[src/rtl/pc_sequencer.sv]
// rtl/pc_sequencer.sv - Fetch/execute sequencer driving PC strobes; PC_SEQ_HALT_DETECT_EN enables self-jump halt detection
module pc_sequencer #(
    parameter int ADDR_W        = 16,
    parameter int FETCH_TIMEOUT = 255
) (
    input  logic              clk,
    input  logic              reset,
    input  logic              run,
    input  logic [ADDR_W-1:0] pc_q,
    input  logic [ADDR_W-1:0] a_reg,
    input  logic              zr,
    input  logic              ng,
    output logic              imem_req,
    output logic [ADDR_W-1:0] imem_addr,
    input  logic              imem_ack,
    input  logic [15:0]       imem_data,
    output logic [15:0]       instr,
    output logic              instr_valid,
    output logic              pc_reset,
    output logic              pc_load,
    output logic              pc_inc,
    output logic [ADDR_W-1:0] pc_in,
    output logic              busy,
    output logic              halted,
    output logic              error
);

    typedef enum logic [2:0] {
        S_INIT, S_IDLE, S_FETCH, S_EXEC, S_HALT, S_ERROR
    } state_t;

    localparam logic [7:0] WAIT_LAST = 8'(FETCH_TIMEOUT - 1);

    state_t     state;
    state_t     state_nx;
    logic [7:0] wait_cnt;
    logic       jump;
    logic       self_jump;

    assign jump = instr[15] & ((instr[2] & ng) | (instr[1] & zr) | (instr[0] & ~zr & ~ng));

`ifdef PC_SEQ_HALT_DETECT_EN
    assign self_jump = jump & (a_reg == pc_q);
`else
    assign self_jump = 1'b0;
`endif

    always_ff @(posedge clk or negedge reset) begin
        if (!reset) begin
            state <= S_INIT;
        end else begin
            state <= state_nx;
        end
    end

    // wait_cnt is held at zero outside FETCH so every fetch starts a fresh count
    always_ff @(posedge clk or negedge reset) begin
        if (!reset) begin
            wait_cnt <= '0;
            instr    <= '0;
        end else begin
            if (state != S_FETCH) begin
                wait_cnt <= '0;
            end else if (!imem_ack) begin
                wait_cnt <= wait_cnt + 8'd1;
            end
            if (state == S_FETCH && imem_ack) begin
                instr <= imem_data;
            end
        end
    end

    always_comb begin
        state_nx = state;
        case (state)
            S_INIT:  state_nx = S_IDLE;
            S_IDLE:  if (run) state_nx = S_FETCH;
            S_FETCH: begin
                if (imem_ack) begin
                    state_nx = S_EXEC;
                end else if (wait_cnt == WAIT_LAST) begin
                    state_nx = S_ERROR;
                end
            end
            S_EXEC: begin
                if (self_jump) begin
                    state_nx = S_HALT;
                end else if (run) begin
                    state_nx = S_FETCH;
                end else begin
                    state_nx = S_IDLE;
                end
            end
            S_HALT:  if (!run) state_nx = S_IDLE;
            S_ERROR: state_nx = S_ERROR;
            default: state_nx = S_ERROR;
        endcase
    end

    always_comb begin
        imem_req    = (state == S_FETCH);
        imem_addr   = imem_req ? pc_q : '0;
        instr_valid = (state == S_EXEC);
        pc_reset    = (state == S_INIT);
        pc_load     = (state == S_EXEC) & jump & ~self_jump;
        pc_inc      = (state == S_EXEC) & ~jump;
        pc_in       = pc_load ? a_reg : '0;
        busy        = (state == S_FETCH) | (state == S_EXEC);
        error       = (state == S_ERROR);
`ifdef PC_SEQ_HALT_DETECT_EN
        halted      = (state == S_HALT);
`else
        halted      = 1'b0;
`endif
    end

endmodule

[config.mk]
export PLATFORM = sky130hd
export DESIGN_NAME = pc_sequencer
export DESIGN_NICKNAME = d
export VERILOG_FILES = /design/src/rtl/pc_sequencer.sv
export SDC_FILE = /design/constraint.sdc
export NUM_CORES = 1
export LEC_CHECK = 0
export ABC_AREA = 1
export CAP_MARGIN = 15
export CORE_MARGIN = 3
export CORE_UTILIZATION = 32
export CTS_CLUSTER_SIZE = 10
export DETAILED_ROUTE_END_ITERATION = 10
export PLACE_DENSITY_LB_ADDON = 0.25
export SLEW_MARGIN = 20
export SYNTH_ARGS = -nofsm -noshare
export SYNTH_HDL_FRONTEND = slang
export SYNTH_SLANG_ARGS = --single-unit
[constraint.sdc]
create_clock -name clk -period 1.3 [get_ports clk]
set_input_delay 0.26 -clock clk [delete_from_list [all_inputs] [get_ports clk]]
set_output_delay 0.26 -clock clk [all_outputs]
set_load 0.02 [all_outputs]
==> run_results.csv, run 1 <==
group,metric,value,unit
job,max_cap_viol_count,0,
global_route,grt_first_pass_wirelength,8.86,mm
routing,finalWirelength,5.79,mm
sta,final.period_utilization,1.32,
finish,n_antenna_cell,0,
finish,layout-drive-gt1-share,0.385,
power,peakVddDrop,1.01,mV
sta,crit_path_time_final,1710,ps
power,leakage,1.79,nW
finish,mostFrequentLayoutCells,"nand2_1 (68), clkdlybuf4s50_1 (51), inv_1 (43), buf_6 (37), buf_4 (34)",
worst_hold_path,min-delay-path-class,"primary input to asynchronous set/reset pin",
global_route,pin_count_of_the_biggest_net_entering_global_routing,28,
critical_path,critical-path-max-stage-delay,370,ps
sta,finalClockSkew,6.46,ps
power,sw_frac_of_total,0.430,
floorplanning,die_w,77.0,um
power,internal-power,3.10,mW
clocking,cts.hold.buffers_added,0,
finish,synthToLayoutAreaGrowth,118,%
power,power_density,1550,nW/um^2
sta,post-route-worst-setup-slack,-414,ps
logic_synthesis,prevailing_post_synth_register_cell,"dfrtp_1",
routing,via_count,1940,
place,buffer_ports.inserted,108,
finish,fin_util,0.734,
finish,final_net_count,439,
power,switchingPower,2.33,mW
global_route,grtUsageTotal,0.182,
clocking,cts.clk_slew.worst_paths,100,ps
critical_path,worst-path-max-fanout,8,
sta,timing_max_transition_violations_final,0,
routing,drt_first_iter_violations,24,
clocking,cts_num_sinks,27,
logic_synthesis,synth.cell_area,1610,um^2
logic_synthesis,postSynthAreaPerCell,6.84,um^2
clocking,tritoncts.num_buffers,3,
outcome,outcome,"finished with violations",
critical_path,path_class,"flip-flop to primary output",
critical_path,critical_path.top_delay_family,"buffers and inverters",
floorplanning,core,4790,um^2
outcome,failed_checks,"negative setup slack",
routing,vias_per_cell,4.32,
critical_path,cp.required,1040,ps
routing,drtPass1Iterations,4,
place,detailed_place_hpwl,4.04,mm
floorplanning,core.rowCount,25,
logic_synthesis,number_of_instances_in_the_synthesized_netlist,236,
power,p_seq_frac,0.241,
routing,post_route_drc,0,
power,comb_power_frac,0.670,
floorplanning,die_area,5930,um^2
sta,rsz_0062_raised_after_global_routing,"yes",
clocking,htreeDepth,1,
logic_synthesis,synth-warning-count,0,
critical_path,cpMaxStageDelayCell,"dfrtp_1",
global_route,first_global_vias,1888,
place,gp_routability_congestion,0.796,
critical_path,worst_setup_path_end_kind,"primary output",
sta,finalSetupViolCount,66,
clocking,max-clock-path-buffers,2,
critical_path,crit_path_frequent_cell,"nor2_4",
clocking,cts_tree,"yes",
sta,setup_tns,-20400,ps
sta,report.final.hold_viol_count,0,
floorplanning,ios,110,
logic_synthesis,netlist-cell-type-count,25,
logic_synthesis,syn-num-nets,292,
global_route,grt-ovfl-total,0,
critical_path,critPathLaunchType,"flip-flop",
critical_path,path_cells,"inv_2 -> nor2_4 -> nand2_2 -> inv_4 -> nand3_4 -> buf_16 -> nor2_4 -> buf_6",
logic_synthesis,synth-seq-cells,27,
floorplanning,effective_utilization_at_floorplan,0.337,
routing,drtAntennaViolNets,0,
logic_synthesis,synth-async-reset-ratio,1.00,
logic_synthesis,synth_edf_count,0,
sta,hold_ws,325,ps
critical_path,worstPathBufferInverterCount,4,
finish,mostFrequentLayoutCell,"nand2_1",
clocking,worst_skew_pair_later_pin_latency,270,ps
floorplanning,fp.dieH,77.0,um
global_route,grt_antenna_before_repair,0,
logic_synthesis,seq_area_frac_synth,0.419,
sta,max_freq,583,MHz
power,clkPwrFrac,0.089,
clocking,clockRootBuffer,"clkbuf_8",
routing,routed_wire_length_per_instance,12.9,um
critical_path,cp_data_arrival_time,1450,ps
layer usage:
layer / GRT usage / routed length [um] / vias to the layer above
li1: - / - / 983
met1: 0.220 / 2440 / 881
met2: 0.335 / 2940 / 72
met3: 0.0376 / 381 / 4
met4: 0.0356 / 27 / 0
met5: 0 / 0 / -
cells by family (layout without fill, tap and decap cells):
family / after synthesis / after routing / synth area share
compound gates: 13 / 13 / 0.0419
simple gates: 138 / 138 / 0.367
fa+ha+maj: 2 / 2 / 0.0155
buf+inv: 55 / 201 / 0.155
flops: 27 / 27 / 0.419
other cells: 1 / 1 / 0.00232
synth_stat cells (all sizes together) (2+ instances only):
cell type  instances  area [um^2]
ha                 2         25.0
o21ai              6         30.0
dfrtp             27          676
nand3              8         45.0
inv               48          180
nand2             82          340
buf                6         66.3
nor2              42          160
nand4              2         12.5
nor3               3         26.3
a21oi              5         25.0
layout make-up:
class                   instances  area [um^2]
clock buffers                   3         41.3
clock inverters                 1         5.00
fillers                       353         1270
inverters                      48          200
multi-input cells             154          976
flip-flops and latches         27          676
well taps                      67         83.8
repair buffers                148         1520
repair inverters                1         11.3
through the flow:
stage	cell area, um^2	power [mW]	std cells	setup slack (ps)
after floorplan	1840	3.03	236	-181
after global placement	3140	4.53	432	-875
after detailed placement	3140	4.58	432	-928
after CTS	3340	5.24	445	-422
after global routing	3510	5.79	449	-525
final	3510	5.43	449	-414
power by group through the flow:
stage               Clock [mW]  Sequential (mW)  Combinational [mW]
floorplan                    0             1.60                1.43
global placement             0             1.32                3.22
detailed placement           0             1.33                3.25
CTS                      0.504             1.31                3.43
global route             0.529             1.34                3.91
finish                   0.481             1.31                3.64
registers in the layout, indices dropped and copies added, names as in the netlist:
register  cells
instr        16
wait_cnt      8
state         3
timing repair:
item / 4_1_cts / 5_1_grt
buffers inserted: 8 / 2
gates cloned: 2 / 2
resized for setup: 270 / 28
endpoints found under the setup margin: 81 / 69
pin swaps: 1 / 8
path summary, 6_finish.rpt:
| path | start | to | slack [ps] | depth (start not counted) |
|---|---|---|---|---|
| hold reg to reg | instr[3]$_DFFE_PN0P_ | instr[3]$_DFFE_PN0P_ | 480 | 2 |
| setup reg to reg | state[2]$_DFFE_PN0P_ | state[1]$_DFFE_PN0P_ | -300 | 10 |
| max in group asynchronous | reset | wait_cnt[1]$_DFFE_PN0N_ | 810 | 2 |
| setup / recovery | state[0]$_DFFE_PN0P_ | pc_in[11] | -410 | 8 |
| hold / removal | reset | instr[9]$_DFFE_PN0P_ | 320 | 2 |
| min in group clk | instr[3]$_DFFE_PN0P_ | instr[3]$_DFFE_PN0P_ | 480 | 2 |
Power figures use the tool's default switching activity.
==> run 2: changes to the inputs <==
--- a/config.mk
+++ b/config.mk
@@ -7,11 +7,10 @@
 export LEC_CHECK = 0
 export ABC_AREA = 1
 export CAP_MARGIN = 15
-export CORE_MARGIN = 3
 export CORE_UTILIZATION = 32
 export CTS_CLUSTER_SIZE = 10
 export DETAILED_ROUTE_END_ITERATION = 10
-export PLACE_DENSITY_LB_ADDON = 0.25
+export PLACE_DENSITY = 0.73
 export SLEW_MARGIN = 20
 export SYNTH_ARGS = -nofsm -noshare
 export SYNTH_HDL_FRONTEND = slang
==> run 2 against run 1 <==
Compared with the run above:
- clock-buffer cell count unchanged
- the run still ends with negative setup slack left
- largest cell class unchanged
- cell count up 1.1%
- critical path depth unchanged
- non-clock buffer count up 6
- setup slack worse by 36 ps
- utilization up 3.0 points
- highest routed layer unchanged
- global-route usage up 1.0 points
- clock skew down 3.3 ps
- sequential power about the same
- wire length up 1.0%
==> run_results.csv, run 2 (same netlist as run 1, synthesis figures left out) <==
group,metric,value,unit
power,comb_power_frac,0.682,
routing,via_count,2040,
clocking,cts.clk_slew.worst_paths,100,ps
power,p_seq_frac,0.230,
outcome,failed_checks,"negative setup slack",
routing,routed_wire_length_per_instance,12.9,um
sta,crit_path_time_final,1750,ps
place,buffer_ports.inserted,108,
global_route,grtUsageTotal,0.193,
critical_path,worst_reg_to_reg_cells,9,
critical_path,critical-path-max-stage-delay,380,ps
clocking,clockRootBuffer,"clkbuf_8",
global_route,grt_first_pass_wirelength,8.15,mm
sta,finalClockSkew,3.19,ps
power,leakage,1.83,nW
routing,drtPass1Iterations,4,
critical_path,ff2ff_setup_slack,-290,ps
routing,vias_per_cell,4.49,
sta,rsz_0062_raised_after_global_routing,"yes",
power,clkPwrFrac,0.088,
sta,final.period_utilization,1.35,
critical_path,cp.required,1040,ps
sta,post-route-worst-setup-slack,-451,ps
floorplanning,fp.dieH,73.0,um
finish,layout-drive-gt1-share,0.444,
critical_path,worst-path-max-fanout,8,
sta,timing_max_transition_violations_final,0,
clocking,worst_skew_pair_later_pin_latency,280,ps
clocking,htreeDepth,1,
power,power_density,1580,nW/um^2
floorplanning,core.rowCount,25,
place,minimum_setup_slack_after_placement,-949,ps
power,sw_frac_of_total,0.436,
routing,drt_first_iter_violations,74,
worst_hold_path,min-delay-path-class,"primary input to asynchronous set/reset pin",
global_route,grt_antenna_before_repair,0,
clocking,cts_num_sinks,27,
routing,post_route_drc,0,
job,max_cap_viol_count,0,
power,switchingPower,2.51,mW
critical_path,path_class,"flip-flop to primary output",
critical_path,critPathLaunchType,"flip-flop",
finish,mostFrequentLayoutCell,"nand2_1",
global_route,pin_count_of_the_biggest_net_entering_global_routing,28,
power,peakVddDrop,1.10,mV
floorplanning,effective_utilization_at_floorplan,0.337,
critical_path,cpMaxStageDelayCell,"dfrtp_1",
sta,finalSetupViolCount,66,
sta,max_freq,571,MHz
global_route,first_global_vias,1845,
place,gp_routability_congestion,0.810,
routing,drtAntennaViolNets,0,
global_route,grt-ovfl-total,0,
floorplanning,die_area,5330,um^2
finish,num-fill-cells,337,
critical_path,crit_path_frequent_cell,"nor2_4",
routing,finalWirelength,5.85,mm
floorplanning,core,4790,um^2
finish,final_net_count,444,
place,detailed_place_hpwl,3.78,mm
finish,mostFrequentLayoutCells,"nand2_1 (60), clkdlybuf4s50_1 (51), buf_6 (50), inv_1 (42), nor2_4 (33)",
critical_path,path_cells,"inv_2 -> nor2_4 -> nand2_2 -> inv_4 -> nand3_4 -> buf_16 -> nor2_4 -> buf_6",
finish,n_antenna_cell,0,
floorplanning,die_w,73.0,um
finish,synthToLayoutAreaGrowth,127,%
floorplanning,ios,110,
clocking,max-clock-path-buffers,2,
finish,max_flop_register,"instr",
power,totalPowerFinal,5.77,mW
critical_path,worst_setup_path_end_kind,"primary output",
sta,report.final.hold_viol_count,0,
outcome,outcome,"finished with violations",
finish,largest_reg_flops,16,
clocking,cts.hold.buffers_added,0,
clocking,cts_tree,"yes",
finish,layout_top_registers,"instr: 16 flops, wait_cnt: 8 flops, state: 3 flops",
clocking,tritoncts.num_buffers,3,
critical_path,cp_data_arrival_time,1490,ps
power,internal-power,3.25,mW
[run 2: cell types whose count changed in the layout (fill, tap and decap cells not counted), moves of 2 or more]
cell     change
buf_4        -6
nand2_4      +3
a21oi_2      +3
o21ai_2      +3
buf_6       +13
inv_2        +2
nand2_1      -8
nand3_2      +2
a21oi_1      -3
nand2_2      +5
nand3_1      -2
nor2_1       -2
o21ai_0      -3
[run 2: routing by layer]
metal	vias to the layer above	track usage	wire length (um)
met5	-	0	0
met4	0	0.0501	95
met3	12	0.0345	367
met2	78	0.361	3180
met1	960	0.223	2210
li1	990	-	-
[run 2: worst max-delay path, delay by kind of cell (launching register included)]
kind / cells / cell delay (ps)
buffers and inverters: 4 / 430
flip-flops: 1 / 380
AND/OR/NAND/NOR: 4 / 400
[run 2: power groups by stage]
stage               logic [mW]  registers, mW  clock network (mW)
global placement          3.24           1.32                   0
global route              4.19           1.36               0.549
floorplan                 1.43           1.60                   0
detailed placement        3.28           1.33                   0
CTS                       3.46           1.31               0.511
finish                    3.93           1.32               0.509
[run 2: worst paths after layout]
| path | startpoint | to |
|---|---|---|
| max | state[0]$_DFFE_PN0P_ | pc_in[10] |
| max in group asynchronous | reset | state[2]$_DFFE_PN0P_ |
| min | reset | instr[9]$_DFFE_PN0P_ |
| max reg2reg | state[2]$_DFFE_PN0P_ | wait_cnt[7]$_DFFE_PN0N_ |
| min reg2reg | instr[3]$_DFFE_PN0P_ | instr[3]$_DFFE_PN0P_ |
| min in group clk | instr[3]$_DFFE_PN0P_ | instr[3]$_DFFE_PN0P_ |
[run 2: what timing repair did]
item                                    4_1_cts  5_1_grt
setup buffers                                 6        9
resized for setup                           282       56
endpoints found under the setup margin       81       69
cloned                                        2        1
pin swaps                                     3       11
endpoints found under the hold margin         0        0
[run 2: area by class of cell]
class                      count  area, um^2  share of cell area
clock buffer                   3        41.3              0.0113
clock inverter                 1        7.51             0.00205
inverter                      48         190              0.0520
multi-input combinational    154        1050               0.288
sequential                    27         677               0.185
tap                           67        83.8              0.0229
timing repair buffer         154        1600               0.438
[run 2: through the flow]
stage / std cells / area, um^2 / hold WS [ps] / utilization / TNS (ps)
floorplan: 236 / 1840 / -35.6 / - / -6300
global placement: 435 / 3180 / 462 / 0.665 / -30190
detailed placement: 435 / 3180 / 463 / 0.665 / -31190
CTS: 446 / 3390 / 328 / 0.709 / -18930
global route: 454 / 3660 / 349 / 0.764 / -25910
finish: 454 / 3660 / 317 / 0.764 / -21740
==> variant 1: new RTL, flow settings as in run 1 <==
Encoding of `state_t`: now one-hot (6 bits for 6 states).
--- a/src/rtl/pc_sequencer.sv
+++ b/src/rtl/pc_sequencer.sv
@@ -26,6 +26,6 @@
 );
 
-    typedef enum logic [2:0] {
-        S_INIT, S_IDLE, S_FETCH, S_EXEC, S_HALT, S_ERROR
+    typedef enum logic [5:0] {
+        S_INIT = 6'b000001, S_IDLE = 6'b000010, S_FETCH = 6'b000100, S_EXEC = 6'b001000, S_HALT = 6'b010000, S_ERROR = 6'b100000
     } state_t;
 
Formal check against the unedited RTL: no difference found for any inputs over 10 cycles, from zero or initial values and one cycle with reset low; not proved beyond that.
==> variant 1 against run 1 <==
  * Design area grew 4.7%
  * Global-route usage grew 1.8 points
  * Sequential share of layout area grew 0.53 points
  * Sequential cell count grew 2
  * Cell count grew 2.2%
  * Worst setup slack lost 0.14 ns
  * Routed wire length grew 6.2%
  * Maximum frequency shrank 7.7%
  * The flow still finishes with violations (negative setup slack)
  * Die area grew 3.9%
  * Critical path type unchanged
  * Hold slack gained 0.027 ns
  * Synthesized area grew 4.3%
Power is not compared: it rests on default switching activity, and its combinational part moved more than twofold at a synthesized area within 25%.
==> variant 1: results (changes against run 1) <==
----------------------------------------------------
[Final layout]
  Layout cell share with drive strength beyond 1 ... 44.4% (+5.9 points)
  Nets@finish ... 447 (+1.8%)
  Multi-input gate share of the layout cell area ... 28.2% (+0.39 points)
  Area of the multi-input gates ... 1040 µm² (+6.2%)
  Clock network area share ... 3.16% (+1.8 points)
  Largest regs ... instr (16), wait_cnt (8), state (5)
  Clock buffer cells ... 7 (+4)
  Buffer count excluding the clock tree in the final layout ... 150 (+1.4%)
  Number of fillers in the final layout ... 370 (+4.8%)
  Sequential share of cell area ... 19.8% (+0.53 points)
  Portion of the layout cell area used by non-clock buffers ... 40.0% (-3.3 points)
  Invs w/o clock ... 51 (+4.1%)

[Timing]
  Worst hold-check slack ... 0.352 ns (+0.0269 ns)
  Setup Total Neg Slack ... -24.08 ns (-3.68 ns)
  PnR worst setup slack ... -0.557 ns (-0.143 ns)
  Final count of negative-setup-slack endpoints ... 67 (+1.5%)
  Final Skew ... 0.00388 ns (-0.00258 ns)

[Clock tree]
  Max H-tree Level ... 2 (+1)
  Num CTS Buffers ... 5 (+2)
  Clk pin slew, worst setup/hold paths ... 0.07 ns (-0.03 ns)
  Number of buffers inserted by post-CTS setup repair ... 10 (+2)
  Post-CTS sizing ... 282 (+4.4%)

[Global routing]
  Global Route met1 Usage ... 22.7% (+0.77 points)
  Overall global routing resource usage ... 20.1% (+1.8 points)
  Vias in the first global route ... 2047 (+8.4%)
  Met2 Usage GRT ... 39.0% (+5.5 points)
  Global-route wire length before repair ... 9840 µm (+11%)
  Pin count of the biggest net entering global routing ... 30 (+7.1%)

[Synthesis]
  Synth cell types ... 28 (+12%)
  Largest cells by area after synthesis ... dfrtp_1 (42%), nand2_1 (14%), nor2_1 (11%), inv_1 (10%), nand2_2 (3.3%)
  Post-Synthesis Mean Instance Area ... 7.13 µm² (+4.3%)
  Register bit count reported by yosys ... 29 (+7.4%)

[Outcome]
  Violated checks ... negative setup slack
  Status ... finished, violations left

[Placement]
  Cell count after placement ... 437 (+1.2%)
  Standard cell area after detailed placement ... 3230 µm² (+2.8%)
  Post-detailed-placement half-perimeter wirelength ... 4330 µm (+7.1%)
  Placer congestion estimate ... 0.859 (+7.9%)
  Post-Place Setup Slack ... -0.924 ns (+0.00386 ns)

[Setup path]
  Register-to-register setup slack ... -0.27 ns (+0.03 ns)
  Worst reg2reg path startpoint ... state[3]
  Path depth of the worst reg2reg path ... 12 (+2)

[Drt]
  Vias/cell ... 4.36 (+0.85%)
  Met2 routed wirelength ... 3630 µm (+24%)
  Amount of wire on met3 after detailed routing ... 212 µm (-44%)
  Metal-1 WL ... 2290 µm (-6.4%)

----------------------------------------------------
## variant 1: how the worst max path moves through the flow
stage	from	end	slack, ns	cells past startpoint
6_report	state[5]	pc_in[2]	-0.56	7
5_1_grt	state[5]	pc_in[3]	-0.61	7
4_1_cts	state[1]	pc_in[3]	-0.54	7
3_5_place_dp	ng	pc_in[4]	-0.92	8
3_3_place_gp	ng	pc_in[2]	-0.87	8
2_1_floorplan	state[1]	pc_in[10]	-0.27	6
## variant 1: worst max-delay path, delay by kind of cell, from the launching register on
kind | cells | cell delay, ns
buffers and inverters | 3 | 0.48
DFF | 1 | 0.38
and+or+nand+nor | 4 | 0.45
## variant 1: cells by family (layout without fill, tap and decap cells)
logic type | after synthesis | after routing | share of synthesized area [%]
AO/OA/AOI/OAI | 12 | 12 | 4.09
buffers and inverters | 54 | 209 | 13.8
adder cells (fa/ha/maj) | 2 | 2 | 1.49
AND/OR/NAND/NOR | 138 | 138 | 37.2
flip-flops | 29 | 29 | 43.2
other | 1 | 2 | 0.223
==> variant 2: new RTL, settings of run 1 <==
Without the edit above. The option `PC_SEQ_HALT_DETECT_EN` is turned on by a define.
--- a/src/rtl/pc_sequencer.sv
+++ b/src/rtl/pc_sequencer.sv
@@ -1,3 +1,5 @@
 // rtl/pc_sequencer.sv - Fetch/execute sequencer driving PC strobes; PC_SEQ_HALT_DETECT_EN enables self-jump halt detection
+`define PC_SEQ_HALT_DETECT_EN
+
 module pc_sequencer #(
     parameter int ADDR_W        = 16,
Check against the original RTL: not equivalent (a bounded check fails within 4 cycles, from zero or initial values and one cycle with reset low).
==> variant 2 against run 1 <==
  * The flow still finishes with violations (negative setup slack)
  * Critical endpoint is now pc_in[3]
  * Cell count is 24% higher
  * Combinational power is 11% lower
  * Sequential cell count stayed put
  * Worst setup slack worse by 0.21 ns
  * Register-to-register slack hardly changed
  * Total power is 6.8% lower
  * Design area is 20% higher
  * Highest routed layer unchanged
  * Clock power is 2% higher
  * Synthesized area is 14% higher
  * Routed wire length is 26% higher
==> variant 2: results (changes against run 1) <==
----------------------------------------------------
[Synthesis]
  Post-Synthesis Mean Instance Area ... 6.33 µm² (-7.5%)
  Sequential-to-total area share from yosys stat ... 36.8% (-5.1 points)
  Commonest cells in the synthesized netlist ... nand2_1 (116), nor2_1 (47), inv_1 (36)
  Compound-Gate Fraction of Synth Area ... 4.02% (-0.16 points)
  XOR/XNOR Fraction of Synth Area ... 0.477% (+0.48 points)
  Synth cell types ... 23 (-8.0%)
  Mapped Nets ... 346 (+18%)
  Synthesized-area fraction occupied by adder cells ... 1.36% (-0.19 points)

[Drt]
  Vias ... 2526 (+30%)
  Detailed-route wire length per cell ... 13.1 µm (+1.9%)
  Vias/cell ... 4.54 (+5.0%)
  Violation count after the first detailed-route iteration ... 52 (+120%)

[Placement]
  Placer congestion estimate ... 0.810 (+1.8%)
  Post-Place Setup Slack ... -1.23 ns (-0.303 ns)
  Number of input and output port buffers inserted ... 109 (+0.93%)
  Cell count after placement ... 530 (+23%)

[Final layout]
  Nets@finish ... 543 (+24%)
  Number of fillers in the final layout ... 383 (+8.5%)

[Global routing]
  Met2 Usage GRT ... 43.1% (+9.5 points)
  Global Route met1 Usage ... 22.8% (+0.81 points)
  Overall global routing resource usage ... 22.1% (+3.8 points)
  Vias in the first global route ... 2685 (+42%)
  Initial antenna violation count ... 1 (+1)

[Power]
  Static leakage power ... 2.20 nW (+23%)
  Maximum VDD drop ... 0.00106 V (+5.0%)

[Outcome]
  Violated checks ... negative setup slack
  Status ... finished, violations left

[Setup path]
  Maximum fanout along the worst path ... 6 (-2)
  Arrival @ worst endpoint ... 1.67 ns (+0.22 ns)

[Timing]
  PnR worst setup slack ... -0.625 ns (-0.211 ns)
  Final count of negative-setup-slack endpoints ... 65 (-1.5%)

----------------------------------------------------
-- variant 2: critical path, stage by stage, from the launching register on --
cell and delay (ns):
dfrtp_2 0.42, nand2_1 0.06, nand2_1 0.05, inv_1 0.05, nand2_1 0.05, nand2_2 0.10, nor2_4 0.06, nand3_2 0.10
nand3_4 0.12, buf_12 0.18, nor2_4 0.09, buf_6 0.12
-- variant 2: area by class of cell --
| class | instances | area share [%] |
|---|---|---|
| Clock inverter | 1 | 0.178 |
| Inverter | 48 | 4.70 |
| Clock buffer | 3 | 0.981 |
| Antenna cell | 1 | 0.0594 |
| Sequential cell | 27 | 16.1 |
| Tap cell | 70 | 2.08 |
| Multi-Input combinational cell | 210 | 29.8 |
| Timing Repair Buffer | 197 | 46.1 |
-- variant 2: final timing paths --
check / cells past startpoint / end / startpoint
max reg2reg: 10 / state[2] / state[1]
max in group asynchronous: 2 / instr[1] / reset
min: 2 / instr[7] / reset
min in group clk: 2 / instr[12] / instr[12]
min reg2reg: 2 / instr[12] / instr[12]
max: 11 / pc_in[3] / instr[1]
-- variant 2: layer usage --
layer  share of wire (%)  routed length [µm]
met4                 2.1                 154
met3                 8.9                 648
met2                  51                3730
met1                  38                2780
met5                   0                   0
-- variant 2: cells by family (layout without fill, tap and decap cells) --
kind of cell	after synthesis	after routing
simple gates	193	193
fa+ha+maj	2	2
flops	27	27
xor+xnor	1	1
compound gates	14	14
other cells	0	1
buf+inv	53	249
-- variant 2: repair_timing --
action,CTS,global route
pin swaps,18,11
endpoints found under the setup margin,81,69
setup buffers,18,7
gates cloned,2,0
resized for setup,350,23
-- variant 2: metrics by stage --
| step | util, % | hold WS (ns) | power, mW | setup TNS, ns | area [µm²] |
|---|---|---|---|---|---|
| after floorplan | - | -0.0356 | 2.63 | -6.93 | 2040 |
| after global placement | 70.1 | 0.454 | 4.12 | -37.67 | 3740 |
| after detailed placement | 70.1 | 0.458 | 4.18 | -39.94 | 3740 |
| after CTS | 76.9 | 0.333 | 4.92 | -22.91 | 4100 |
| after global routing | 78.9 | 0.347 | 5.39 | -28.98 | 4210 |
| final | 78.9 | 0.343 | 5.06 | -23.17 | 4210 |
-- variant 2: report_power, final --
group	switching [mW]	internal, mW	total [mW]
combinational	1.69	1.56	3.25
clock	0.272	0.218	0.489
sequential	0.181	1.14	1.32
total	2.14	2.92	5.06
